### src/rtl/wm_phase_timer.sv
// Per-phase duration timer for the washing-machine controller: loads a duration on phase entry,
// counts it down in prescaled ticks and raises the matching timer_* done flag. WM_PAUSE_EN adds a pause input.
module wm_phase_timer #(
    parameter int TICK_DIV    = 4,
    parameter int CNT_W       = 8,
    parameter int SOAK_LOW_T  = 3,
    parameter int SOAK_HIGH_T = 5,
    parameter int WASH_LOW_T  = 4,
    parameter int WASH_HIGH_T = 6,
    parameter int RINSE_T     = 3,
    parameter int SPIN_T      = 4,
    parameter int DRAIN_T     = 2
) (
    input  logic             clk,
    input  logic             rst,
    input  logic             idle,
    input  logic             soak_low,
    input  logic             soak_high,
    input  logic             wash_low,
    input  logic             wash_high,
    input  logic             rinse,
    input  logic             spin,
    input  logic             drain,
`ifdef WM_PAUSE_EN
    input  logic             pause,
`endif
    output logic             timer_soak_low,
    output logic             timer_soak_high,
    output logic             timer_wash_low,
    output logic             timer_wash_high,
    output logic             timer_rinse,
    output logic             timer_spin,
    output logic             timer_drain,
    output logic [CNT_W-1:0] remaining,
    output logic             busy,
    output logic             phase_err
);

    // state        | meaning
    // PH_NONE      | no valid phase (idle, all low, or multi-hot)
    // PH_SOAK_LOW  | soak_low active ... PH_DRAIN | drain active
    typedef enum logic [2:0] {
        PH_NONE      = 3'd0,
        PH_SOAK_LOW  = 3'd1,
        PH_SOAK_HIGH = 3'd2,
        PH_WASH_LOW  = 3'd3,
        PH_WASH_HIGH = 3'd4,
        PH_RINSE     = 3'd5,
        PH_SPIN      = 3'd6,
        PH_DRAIN     = 3'd7
    } phase_t;

    localparam int PRE_W = (TICK_DIV > 1) ? $clog2(TICK_DIV) : 1;
    localparam logic [PRE_W-1:0] PRE_MAX = PRE_W'(TICK_DIV - 1);

    // zero durations are clamped to one tick so every phase produces a done flag
    localparam logic [CNT_W-1:0] D_SOAK_LOW  = CNT_W'((SOAK_LOW_T  < 1) ? 1 : SOAK_LOW_T);
    localparam logic [CNT_W-1:0] D_SOAK_HIGH = CNT_W'((SOAK_HIGH_T < 1) ? 1 : SOAK_HIGH_T);
    localparam logic [CNT_W-1:0] D_WASH_LOW  = CNT_W'((WASH_LOW_T  < 1) ? 1 : WASH_LOW_T);
    localparam logic [CNT_W-1:0] D_WASH_HIGH = CNT_W'((WASH_HIGH_T < 1) ? 1 : WASH_HIGH_T);
    localparam logic [CNT_W-1:0] D_RINSE     = CNT_W'((RINSE_T     < 1) ? 1 : RINSE_T);
    localparam logic [CNT_W-1:0] D_SPIN      = CNT_W'((SPIN_T      < 1) ? 1 : SPIN_T);
    localparam logic [CNT_W-1:0] D_DRAIN     = CNT_W'((DRAIN_T     < 1) ? 1 : DRAIN_T);

    function automatic logic [CNT_W-1:0] phase_duration(input phase_t p);
        case (p)
            PH_SOAK_LOW:  return D_SOAK_LOW;
            PH_SOAK_HIGH: return D_SOAK_HIGH;
            PH_WASH_LOW:  return D_WASH_LOW;
            PH_WASH_HIGH: return D_WASH_HIGH;
            PH_RINSE:     return D_RINSE;
            PH_SPIN:      return D_SPIN;
            PH_DRAIN:     return D_DRAIN;
            default:      return '0;
        endcase
    endfunction

    function automatic logic [6:0] phase_mask(input phase_t p);
        case (p)
            PH_SOAK_LOW:  return 7'b0000001;
            PH_SOAK_HIGH: return 7'b0000010;
            PH_WASH_LOW:  return 7'b0000100;
            PH_WASH_HIGH: return 7'b0001000;
            PH_RINSE:     return 7'b0010000;
            PH_SPIN:      return 7'b0100000;
            PH_DRAIN:     return 7'b1000000;
            default:      return 7'b0000000;
        endcase
    endfunction

    // idle decodes to PH_NONE exactly like all-phases-low, so it carries no extra information
    logic unused_idle;
    assign unused_idle = idle;

    logic freeze;
`ifdef WM_PAUSE_EN
    assign freeze = pause;
`else
    assign freeze = 1'b0;
`endif

    logic [6:0]       phase_vec;
    phase_t           phase_d;
    logic             multi_hot;

    phase_t           prev_q, prev_nxt;
    logic [CNT_W-1:0] rem_q, rem_nxt;
    logic [PRE_W-1:0] pre_q, pre_nxt;
    logic [6:0]       tmr_q, tmr_nxt;
    logic             busy_q;
    logic             err_q;

    assign phase_vec = {drain, spin, rinse, wash_high, wash_low, soak_high, soak_low};

    always_comb begin
        phase_d   = PH_NONE;
        multi_hot = ($countones(phase_vec) > 1);
        case (phase_vec)
            7'b0000001: phase_d = PH_SOAK_LOW;
            7'b0000010: phase_d = PH_SOAK_HIGH;
            7'b0000100: phase_d = PH_WASH_LOW;
            7'b0001000: phase_d = PH_WASH_HIGH;
            7'b0010000: phase_d = PH_RINSE;
            7'b0100000: phase_d = PH_SPIN;
            7'b1000000: phase_d = PH_DRAIN;
            default:    phase_d = PH_NONE;
        endcase
    end

    always_comb begin
        prev_nxt = prev_q;
        rem_nxt  = rem_q;
        pre_nxt  = pre_q;
        tmr_nxt  = tmr_q;
        if (phase_d != prev_q) begin
            // entry or drop to NONE overrides both a pending tick and pause
            prev_nxt = phase_d;
            pre_nxt  = '0;
            tmr_nxt  = '0;
            rem_nxt  = phase_duration(phase_d);
        end else if ((rem_q != '0) && !freeze) begin
            if (pre_q == PRE_MAX) begin
                pre_nxt = '0;
                rem_nxt = rem_q - 1'b1;
                if (rem_q == CNT_W'(1)) begin
                    tmr_nxt = phase_mask(prev_q);
                end
            end else begin
                pre_nxt = pre_q + 1'b1;
            end
        end
    end

    always_ff @(posedge clk) begin
        if (rst) begin
            prev_q <= PH_NONE;
            rem_q  <= '0;
            pre_q  <= '0;
            tmr_q  <= '0;
            busy_q <= 1'b0;
            err_q  <= 1'b0;
        end else begin
            prev_q <= prev_nxt;
            rem_q  <= rem_nxt;
            pre_q  <= pre_nxt;
            tmr_q  <= tmr_nxt;
            busy_q <= (rem_nxt != '0);
            err_q  <= multi_hot;
        end
    end

    assign timer_soak_low  = tmr_q[0];
    assign timer_soak_high = tmr_q[1];
    assign timer_wash_low  = tmr_q[2];
    assign timer_wash_high = tmr_q[3];
    assign timer_rinse     = tmr_q[4];
    assign timer_spin      = tmr_q[5];
    assign timer_drain     = tmr_q[6];
    assign remaining       = rem_q;
    assign busy            = busy_q;
    assign phase_err       = err_q;

endmodule

### config.mk
export PLATFORM = sky130hd
export DESIGN_NAME = wm_phase_timer
export DESIGN_NICKNAME = d
export VERILOG_FILES = /design/src/rtl/wm_phase_timer.sv
export SDC_FILE = /design/constraint.sdc
export NUM_CORES = 1
export LEC_CHECK = 0
export CORE_MARGIN = 2
export CORE_UTILIZATION = 56
export CTS_CLUSTER_SIZE = 8
export DETAILED_ROUTE_END_ITERATION = 6
export PLACE_DENSITY = 0.89
export SLEW_MARGIN = 20
export SYNTH_ARGS = -nofsm -noshare
export SYNTH_HDL_FRONTEND = slang
export SYNTH_SLANG_ARGS = --single-unit
### constraint.sdc
create_clock -name clk -period 5.4 [get_ports clk]
set_input_delay 1.08 -clock clk [delete_from_list [all_inputs] [get_ports clk]]
set_output_delay 1.08 -clock clk [all_outputs]
set_load 0.005 [all_outputs]
==> results of run 1 <==
registers in the layout (all words and copies together), names as in the netlist:
register   cells
tmr_q          7
prev_q         3
remaining      8
busy           1
pre_q          2
phase_err      1
cell usage in the layout, fill, tap and decap left out, types with 2 or more instances in the layout:
cell type,count
clkdlybuf4s50_1,25
dfxtp_1,22
nor2_1,20
nand2_1,15
inv_1,14
a21oi_1,12
ha_1,8
nor3_1,7
mux2i_1,7
nand4b_1,6
nand4_1,5
o21ai_0,5
nor2b_1,4
nand3_1,4
xnor2_1,4
and3_1,3
xor2_1,3
fa_1,3
clkbuf_4,3
o221ai_1,2
and2_1,2
nor3b_1,2
and3_2,2
layout make-up:
type	count	share of cell area
tap	30	0.02063
multi-input combinational	138	0.5509
sequential	22	0.2421
inverter	14	0.02889
timing repair buffer	25	0.1376
clock buffer	4	0.01995
worst max-delay path, stage by stage:
cell and delay [ns]:
clkdlybuf4s50_1 0.58, fa_1 0.55, inv_1 0.05, fa_1 0.47, inv_1 0.05, ha_1 0.27
a21oi_1 0.18, fa_1 0.45, a21oi_1 0.14
worst paths after layout:
path | from | endpoint | cells after the start
worst min-delay path | tmr_q[0] | tmr_q[0] | 2
worst min register to register | tmr_q[0] | tmr_q[0] | 2
worst max-delay path | wash_high | phase_err | 9
worst max register to register | remaining[0] | busy | 8
stage by stage:
stage                     hold WS (ns)  cells  cell area [µm²]  utilization
after CTS                       0.4658    233             1819       0.7148
after detailed placement        0.4478    229             1783       0.7006
after global routing            0.4822    233             1819       0.7148
after global placement          0.4412    229             1783       0.7006
final                           0.4635    233             1819       0.7148
after floorplan                 0.4483    182             1535            -
cells by family after synthesis:
| family | count (synthesis) | share of synthesized area |
|---|---|---|
| AND/OR/NAND/NOR | 77 | 0.2779 |
| AO/OA/AOI/OAI | 35 | 0.1777 |
| buffers and inverters | 22 | 0.06030 |
| flip-flops | 22 | 0.2869 |
| adder cells (fa/ha/maj) | 11 | 0.1043 |
| multiplexers | 8 | 0.05298 |
| XOR/XNOR | 7 | 0.03994 |
cells in the mapped netlist (all sizes together) (4+ instances only):
| cell | number | area share |
|---|---|---|
| nand2 | 16 | 0.041 |
| nor2b | 4 | 0.016 |
| a21oi | 13 | 0.050 |
| xnor2 | 4 | 0.023 |
| and3 | 6 | 0.029 |
| ha | 8 | 0.065 |
| o21ai | 5 | 0.016 |
| nand3 | 4 | 0.013 |
| nand4b | 6 | 0.034 |
| nor2 | 20 | 0.049 |
| mux2i | 7 | 0.046 |
| inv | 14 | 0.034 |
| nand4 | 5 | 0.020 |
| nor3 | 7 | 0.023 |
| dfxtp | 22 | 0.29 |
| buf | 4 | 0.016 |
| clkbuf | 4 | 0.0098 |
routing by layer:
metal  GRT usage  up-vias  wire [µm]
li1            -      682          -
met1      0.2804      667       1589
met2      0.4134       38       1732
met3     0.04839        6        120
met4     0.05782        0         29
met5           0        -          0
power groups by stage:
stage	logic (W)	clock network, W	registers, W
floorplan	0.0000511	0	0.000176
global placement	0.0000733	0	0.000176
detailed placement	0.0000769	0	0.000176
CTS	0.0000781	0.0000938	0.000173
global route	0.0000884	0.000100	0.000174
finish	0.0000787	0.0000938	0.000173
==> impl_metrics.yaml, run 1 <==
global_route:
  grt_pass1_vias: 1367
  grt_pass1_wl_um: 5947
  grt_antenna_before_repair: 0
  grt_overflow_total: 0
  grt_max_degree: 13
  grt_usage: 0.2310
timing:
  worst_slack_ns: 1.832
  clock.fmax_mhz: 280.2
  slew_violations: 0
  period_share: 0.6608
  fin_tns_setup_ns: 0
  worst_pin_slew_ns: 0.5365
  setup_viol: 0
  min_period_ns: 3.569
  relSlewSlack: 0.6331
  rsz0062_at_grt: "false"
  hold_viol: 0
  skew_ns: 0.002050
yosys:
  synth_seq_cells: 22
  synth_fp_nets: 203
  async_flop_share: 0
  synth-seq-area-share: 0.2869
  synth_cells: 182
  synth_cell_types: 49
  syn_area_per_cell_um2: 8.435
  ys_warn_count: 0
  synth-edff-count: 0
  syn-cell-area_um2: 1535
  synth_flop_cell: "dfxtp_1"
clock_tree:
  clk_latency_ns: 0.32
  clock-sinks: 22
  ctsResizeCount: 0
  post-cts-setup-buffers: 0
  clkSlewWorstSetupHoldPaths_ns: 0.12
  cts_buffers: 3
  cts_htree_levels: 1
  holdBufCountCts: 0
  clockRootBuffer: "clkbuf_4"
  cts_tree: "built"
  cts_buffer_depth: 2
routing:
  routed_wl_um: 3470
  antenna_left: 0
  via_per_inst: 5.979
  vias: 1393
  dr.pass1.iters: 4
  initialDrtViolationCount: 58
  drcViolationCount: 0
  post_drt_wl_per_cell_um: 14.89
layout:
  fill_cells: 201
  nets: 225
  syn_to_final_growth_pct: 18.50
  multiInputGateArea_um2: 1002
  drive_gt1_frac: 0.07882
  antenna_cells: 0
  seq_area_um2: 440.4
pwr:
  pwr-share-clk: 0.271
  power.density_nw_per_um2: 190.0
  swShare: 0.2894
  vdd_ir_drop_max_mv: 0.2151
  switchingPower_w: 0.0001000
  seq_power_share: 0.501
  p_int_w: 0.0002456
  leakagePower_nw: 0.6969
  share_comb_of_total_power: 0.228
  total_power_w: 0.0003456
worst_setup_path:
  endpoint_kind: "register"
  critical_path_class: "primary input to register"
  cp.required_ns: 5.65
  start_kind: "primary input"
  cp_data_arrival_time_ns: 3.82
  worst-path-max-fanout: 7
  regToRegSetupSlack_ns: 3.20
floorplanning:
  rows: 18
  start_util: 0.6032
  die_h_um: 56.36
  die_w_um: 56.36
  coreArea_um2: 2545
  ioPinCount: 27
  die_area_um2: 3176
outcome:
  status: "complete, no violations"
hold_path:
  hold_path.class: "register to register"
place:
  post-place-ws_ns: 1.510
  portBuffers: 25
  place.gp.congestion: 0.8291
  dp_hpwl_um: 2627
flow_run:
  cap_viol_max_count: 0
(Power assumes the default switching activity.)
==> inputs of run 2 (changes only) <==
Settings changed: CORE_UTILIZATION 56 to 52, PLACE_DENSITY 0.89 to 0.84.
Clock period 5.4 ns to 3.3 ns, I/O delays scaled along.
==> impl_metrics.yaml, run 2 (synthesis results as in run 1) <==
pwr:
  share_comb_of_total_power: 0.238
  vdd_ir_drop_max_mv: 0.3317
  power.density_nw_per_um2: 301.8
  pwr-share-clk: 0.262
  leakagePower_nw: 0.7291
  switchingPower_w: 0.0001579
  swShare: 0.2793
  seq_power_share: 0.500
  p_int_w: 0.0004075
routing:
  drcViolationCount: 0
  via_per_inst: 5.784
  antenna_left: 0
  post_drt_wl_per_cell_um: 14.09
  dr.pass1.iters: 4
  routed_wl_um: 3395
  vias: 1394
  initialDrtViolationCount: 50
worst_setup_path:
  endpoint_kind: "register"
  crit_family: "adder cells"
  worst-path-max-fanout: 2
  cp.required_ns: 3.54
  start_kind: "primary input"
  critical_path_class: "primary input to register"
  regToRegSetupSlack_ns: 1.18
  crit_top_cell: "fa_1"
  slowest_stage: "fa_1"
  crit_chain: "clkdlybuf4s50_1 > fa_1 > inv_1 > fa_1 > inv_1 > ha_1 > a21oi_1 > fa_1 > a21oi_1"
  max_stage_delay_ns: 0.55
  cp_data_arrival_time_ns: 3.25
  path_buf_inv: 3
floorplanning:
  die_area_um2: 3403
  start_util: 0.5520
  die_w_um: 58.34
  die_h_um: 58.34
  coreArea_um2: 2781
  rows: 19
  ioPinCount: 27
layout:
  layout_commonest_cell: "clkdlybuf4s50_1"
  nets: 232
  drive_gt1_frac: 0.1095
  largest_reg_flops: 8
  syn_to_final_growth_pct: 22.01
  layout_common_cells: "clkdlybuf4s50_1 (25), dfxtp_1 (22), nor2_1 (20)"
  antenna_cells: 0
  final_util: 0.6734
  stdcell_area_um2: 1873
global_route:
  grt_usage: 0.2137
  grt_pass1_vias: 1344
  grt_overflow_total: 0
  grt_antenna_before_repair: 0
  grt_max_degree: 13
  grt_pass1_wl_um: 5740
timing:
  setup_viol: 0
  rsz0062_at_grt: "false"
  period_share: 0.9100
  worst_pin_slew_ns: 0.5345
  min_period_ns: 3.003
  hold_viol: 0
  clock.fmax_mhz: 333.0
  slew_violations: 0
  skew_ns: 0.003821
  relSlewSlack: 0.6345
clock_tree:
  cts_htree_levels: 1
  cts_buffers: 3
  clock-sinks: 22
  cts_tree: "built"
  cts_buffer_depth: 2
  holdBufCountCts: 0
  clockRootBuffer: "clkbuf_4"
  clk_latency_ns: 0.31
  clkSlewWorstSetupHoldPaths_ns: 0.12
  ctsResizeCount: 0
  post-cts-setup-buffers: 0
flow_run:
  cap_viol_max_count: 0
outcome:
  status: "complete, no violations"
place:
  place.gp.congestion: 0.8532
  dpl-instance-area_um2: 1837
  portBuffers: 25
  dp_hpwl_um: 2684
hold_path:
  hold_path.class: "register to register"
run 2: cell types whose count changed in the layout (fill, tap and decap cells not counted):
| cell | change |
|---|---|
| buf_4 | +7 |
run 2: tightest hold or removal path, stage by stage (launching register included):
cell and delay [ns]:
dfxtp_1 0.33, nand2_1 0.05, a21oi_1 0.05
run 2: power by group through the flow:
stage / logic [W] / clock network, W / registers (W)
global route: 0.000151 / 0.000160 / 0.000284
global placement: 0.000128 / 0 / 0.000288
detailed placement: 0.000134 / 0 / 0.000289
floorplan: 0.0000837 / 0 / 0.000287
finish: 0.000135 / 0.000148 / 0.000283
CTS: 0.000135 / 0.000152 / 0.000283
run 2: cell type report:
| type | count | area (µm²) |
|---|---|---|
| clock buffers | 4 | 36.28 |
| inverters | 14 | 52.55 |
| multi-input cells | 138 | 1002 |
| repair buffers | 32 | 302.8 |
| fillers | 237 | 908.4 |
| flip-flops and latches | 22 | 440.4 |
| well taps | 31 | 38.79 |
run 2: final timing paths:
path                                   start   endpoint  cells past startpoint
worst min register to register      tmr_q[0]   tmr_q[0]                      2
worst min-delay path                tmr_q[0]   tmr_q[0]                      2
worst max register to register  remaining[0]       busy                      8
worst max-delay path                soak_low  phase_err                      9
run 2: per-stage QoR:
step | worst slack [ns] | hold slack (ns) | power (W) | instances | setup TNS (ns)
global placement | 0.02171 | 0.4403 | 0.0004163 | 237 | 0
CTS | 0.2847 | 0.4655 | 0.0005697 | 241 | 0
global route | 0.1184 | 0.4861 | 0.0005947 | 241 | 0
floorplan | 0.5620 | 0.4483 | 0.0003710 | 182 | 0
finish | 0.2971 | 0.4593 | 0.0005654 | 241 | 0
detailed placement | -0.03832 | 0.4478 | 0.0004226 | 237 | -0.03832
run 2: routing by layer:
layer  track usage  vias up  wire [µm]  part of all wire
met5             0        -          0                 0
met4       0.04651        0         31            0.0091
met3       0.05495        6        181             0.053
met2        0.3515       48       1600              0.47
met1        0.2833      638       1580              0.47
li1              -      702          -                 -
==> RTL edit (config.mk and constraints of run 2) <==
The option `WM_PAUSE_EN` is turned on by a define.
--- a/src/rtl/wm_phase_timer.sv
+++ b/src/rtl/wm_phase_timer.sv
@@ -2,2 +2,4 @@
 // counts it down in prescaled ticks and raises the matching timer_* done flag. WM_PAUSE_EN adds a pause input.
+`define WM_PAUSE_EN
+
 module wm_phase_timer #(
Interface: changed (added pause); port bits go from 27 to 28. No check against the original RTL was run, so the function may have changed too.
==> RTL edit against run 2 <==
- the flow now finishes with violations (design-rule violations)
- power rose by 17%
- sequential cell count did not move
- worst hold slack improved by 0.010 ns
- design area rose by 4.0%
- clock power rose by 41%
- area after synthesis rose by 1.3%
- worst setup slack got worse by 0.11 ns
- wire length rose by 6.5%
- largest power group unchanged
==> RTL edit: results (changes against run 2) <==
Run status
  – Run status: finished with violations
  – Failing checks: design-rule violations

Power
  – P_sw: 181 uW (+14%)
  – Max IR drop VDD: 260 uV (-21%)
  – Leak Pwr: 0.775 nW (+6.2%)

Global route
  – Largest net degree at the start of global routing: 15 (+2)
  – Antenna violations before repair: 0 (unchanged)
  – GRT Total Usage: 23.3% (+1.9 points)
  – Global-route wire length before repair: 6.29 mm (+9.5%)
  – Vias in the first global route: 1480 (+10%)

Detailed routing
  – Drt drc: 3 (+3)
  – DR iter-0 viols: 88 (+76%)
  – 1st-pass router iterations: 7 (+3)
  – DR vias: 1555 (+12%)
  – Final wirelength: 3.62 mm (+6.5%)

Place
  – GP Congestion: 0.906 (+6.1%)
  – Port Buffers: 26 (+4.0%)
  – Post-detail-place hpwl: 2.81 mm (+4.8%)

Clock network
  – Largest buffer count on any clock path: 2 (unchanged)
  – Htree depth: 1 (unchanged)
  – Root Driver: clkbuf_4
  – Postcts setup bufs: 0 (unchanged)
  – Clock transition at the registers of the reported paths: 0.12 ns (about the same)
  – PostCTS Resize Cnt: 0 (unchanged)
  – CTS Buf Count: 3 (unchanged)
  – Clk_lat worst skew: 0.32 ns

STA
  – Worst Skew: 0.0101 ns (+0.00627 ns)
  – Worst slew margin: 51.8% (-12 points)

Finish
  – Max reg flops: 8 (unchanged)
  – Share of post-route cells with drive strength above 1: 11.0% (+0.061 points)
  – Final nets: 250 (+7.8%)
  – Diodes inserted: 0 (unchanged)
  – Fillers: 237 (unchanged)

Synth
  – Ys flop type: dfxtp_1
  – Synth warn: 0 (unchanged)
  – Count of cell types in the netlist: 44 (-10%)
  – Mapped Nets: 217 (+6.9%)
  – Synth top area cells: dfxtp_1 (28%), nor2_1 (8.0%), ha_1 (6.4%), a21oi_1 (5.5%), fa_1 (3.9%)
  – Asr flop ratio synth: 0% (unchanged)
  – Register area share after synthesis: 28.3% (-0.37 points)
  – Synth cell count leaders: nor2_1 (33), dfxtp_1 (22), a21oi_1 (17), inv_1 (10), nand2_1 (9)

Setup path
  – Worst r2r src: remaining[0]
  – Crit path from: soak_low
  – Worst reg-to-reg path cell count: 7 (-1)
  – Worst reg2reg path endpoint: busy
  – Crit-path max FO: 14 (+12)
  – CP arrival: 3.37 ns (+0.12 ns)
  – R2R setup slack: 0.99 ns (-0.19 ns)

Worst hold path
  – Hold Startpoint: tmr_q[3]
  – Hold Crit Depth: 2 (unchanged)
  – Hold EP: tmr_q[3]
  – HP Class: flip-flop to flip-flop
-- RTL edit: cell count changes after synthesis, moves of 4 or more --
| cell | change |
|---|---|
| nor2_1 | +13 |
| nand2_1 | -6 |
| a21oi_1 | +5 |
| nand2b_1 | +5 |
| nor4b_1 | +5 |
| inv_1 | -4 |
| nand4b_1 | -4 |
-- RTL edit: cell families after synthesis --
logic type / Yosys count / share of synthesized area [%]
fa+ha+maj: 12 / 10.9
buf+inv: 22 / 6.52
mux: 7 / 4.59
xor+xnor: 7 / 3.94
simple gates: 85 / 28.9
compound gates: 40 / 16.8
flops: 22 / 28.3
-- RTL edit: final cells by class --
type | count | area, um2 | share of cell area [%]
Inverter | 10 | 37.5 | 1.93
Tap cell | 31 | 38.8 | 1.99
Clock inverter | 1 | 30.0 | 1.54
Multi-Input combinational cell | 151 | 1010 | 52.0
Sequential cell | 22 | 440 | 22.6
Clock buffer | 3 | 22.5 | 1.16
Timing Repair Buffer | 40 | 365 | 18.8
-- RTL edit: how the worst max path moves through the flow --
stage / end / slack, ns / depth (start not counted)
2_1_floorplan: tmr_q[0] / 0.24 / 10
3_3_place_gp: tmr_q[3] / -0.09 / 10
3_5_place_dp: pre_q[1] / -0.16 / 10
4_1_cts: tmr_q[3] / 0.17 / 10
5_1_grt: tmr_q[6] / 0.06 / 10
6_report: tmr_q[6] / 0.19 / 10
-- RTL edit: metal layers --
metal	part of all wire [%]	vias up	GRT usage [%]
met4	1.1	0	7.79
met1	42	723	27.3
met5	0	-	0
met2	50	69	41.1
met3	6.9	6	6.15
li1	-	757	-
-- RTL edit: stage by stage --
stage	hold slack (ns)	std cells	instance area [um2]	setup WS, ns
detailed placement	0.448	254	1900	-0.156
floorplan	0.448	195	1560	0.237
global placement	0.443	254	1900	-0.0917
CTS	0.472	258	1950	0.166
finish	0.469	258	1950	0.188
global route	0.501	258	1950	0.0634
-- RTL edit: power groups by stage --
| stage | sequential (mW) | combinational (mW) | clock (mW) |
|---|---|---|---|
| 2_1_floorplan | 0.291 | 0.104 | 0 |
| 3_3_place_gp | 0.292 | 0.157 | 0 |
| 3_5_place_dp | 0.292 | 0.166 | 0 |
| 4_1_cts | 0.286 | 0.168 | 0.211 |
| 5_1_grt | 0.288 | 0.187 | 0.221 |
| 6_report | 0.287 | 0.168 | 0.208 |
-- RTL edit: worst max-delay path, cell delays in order --
cell and delay (ns):
clkdlybuf4s50_1 0.43, inv_1 0.08, ha_1 0.16, or4b_2 0.60, o22ai_2 0.18, xor2_1 0.13
or4_4 0.49, or3_1 0.32, buf_4 0.20, a21oi_1 0.12
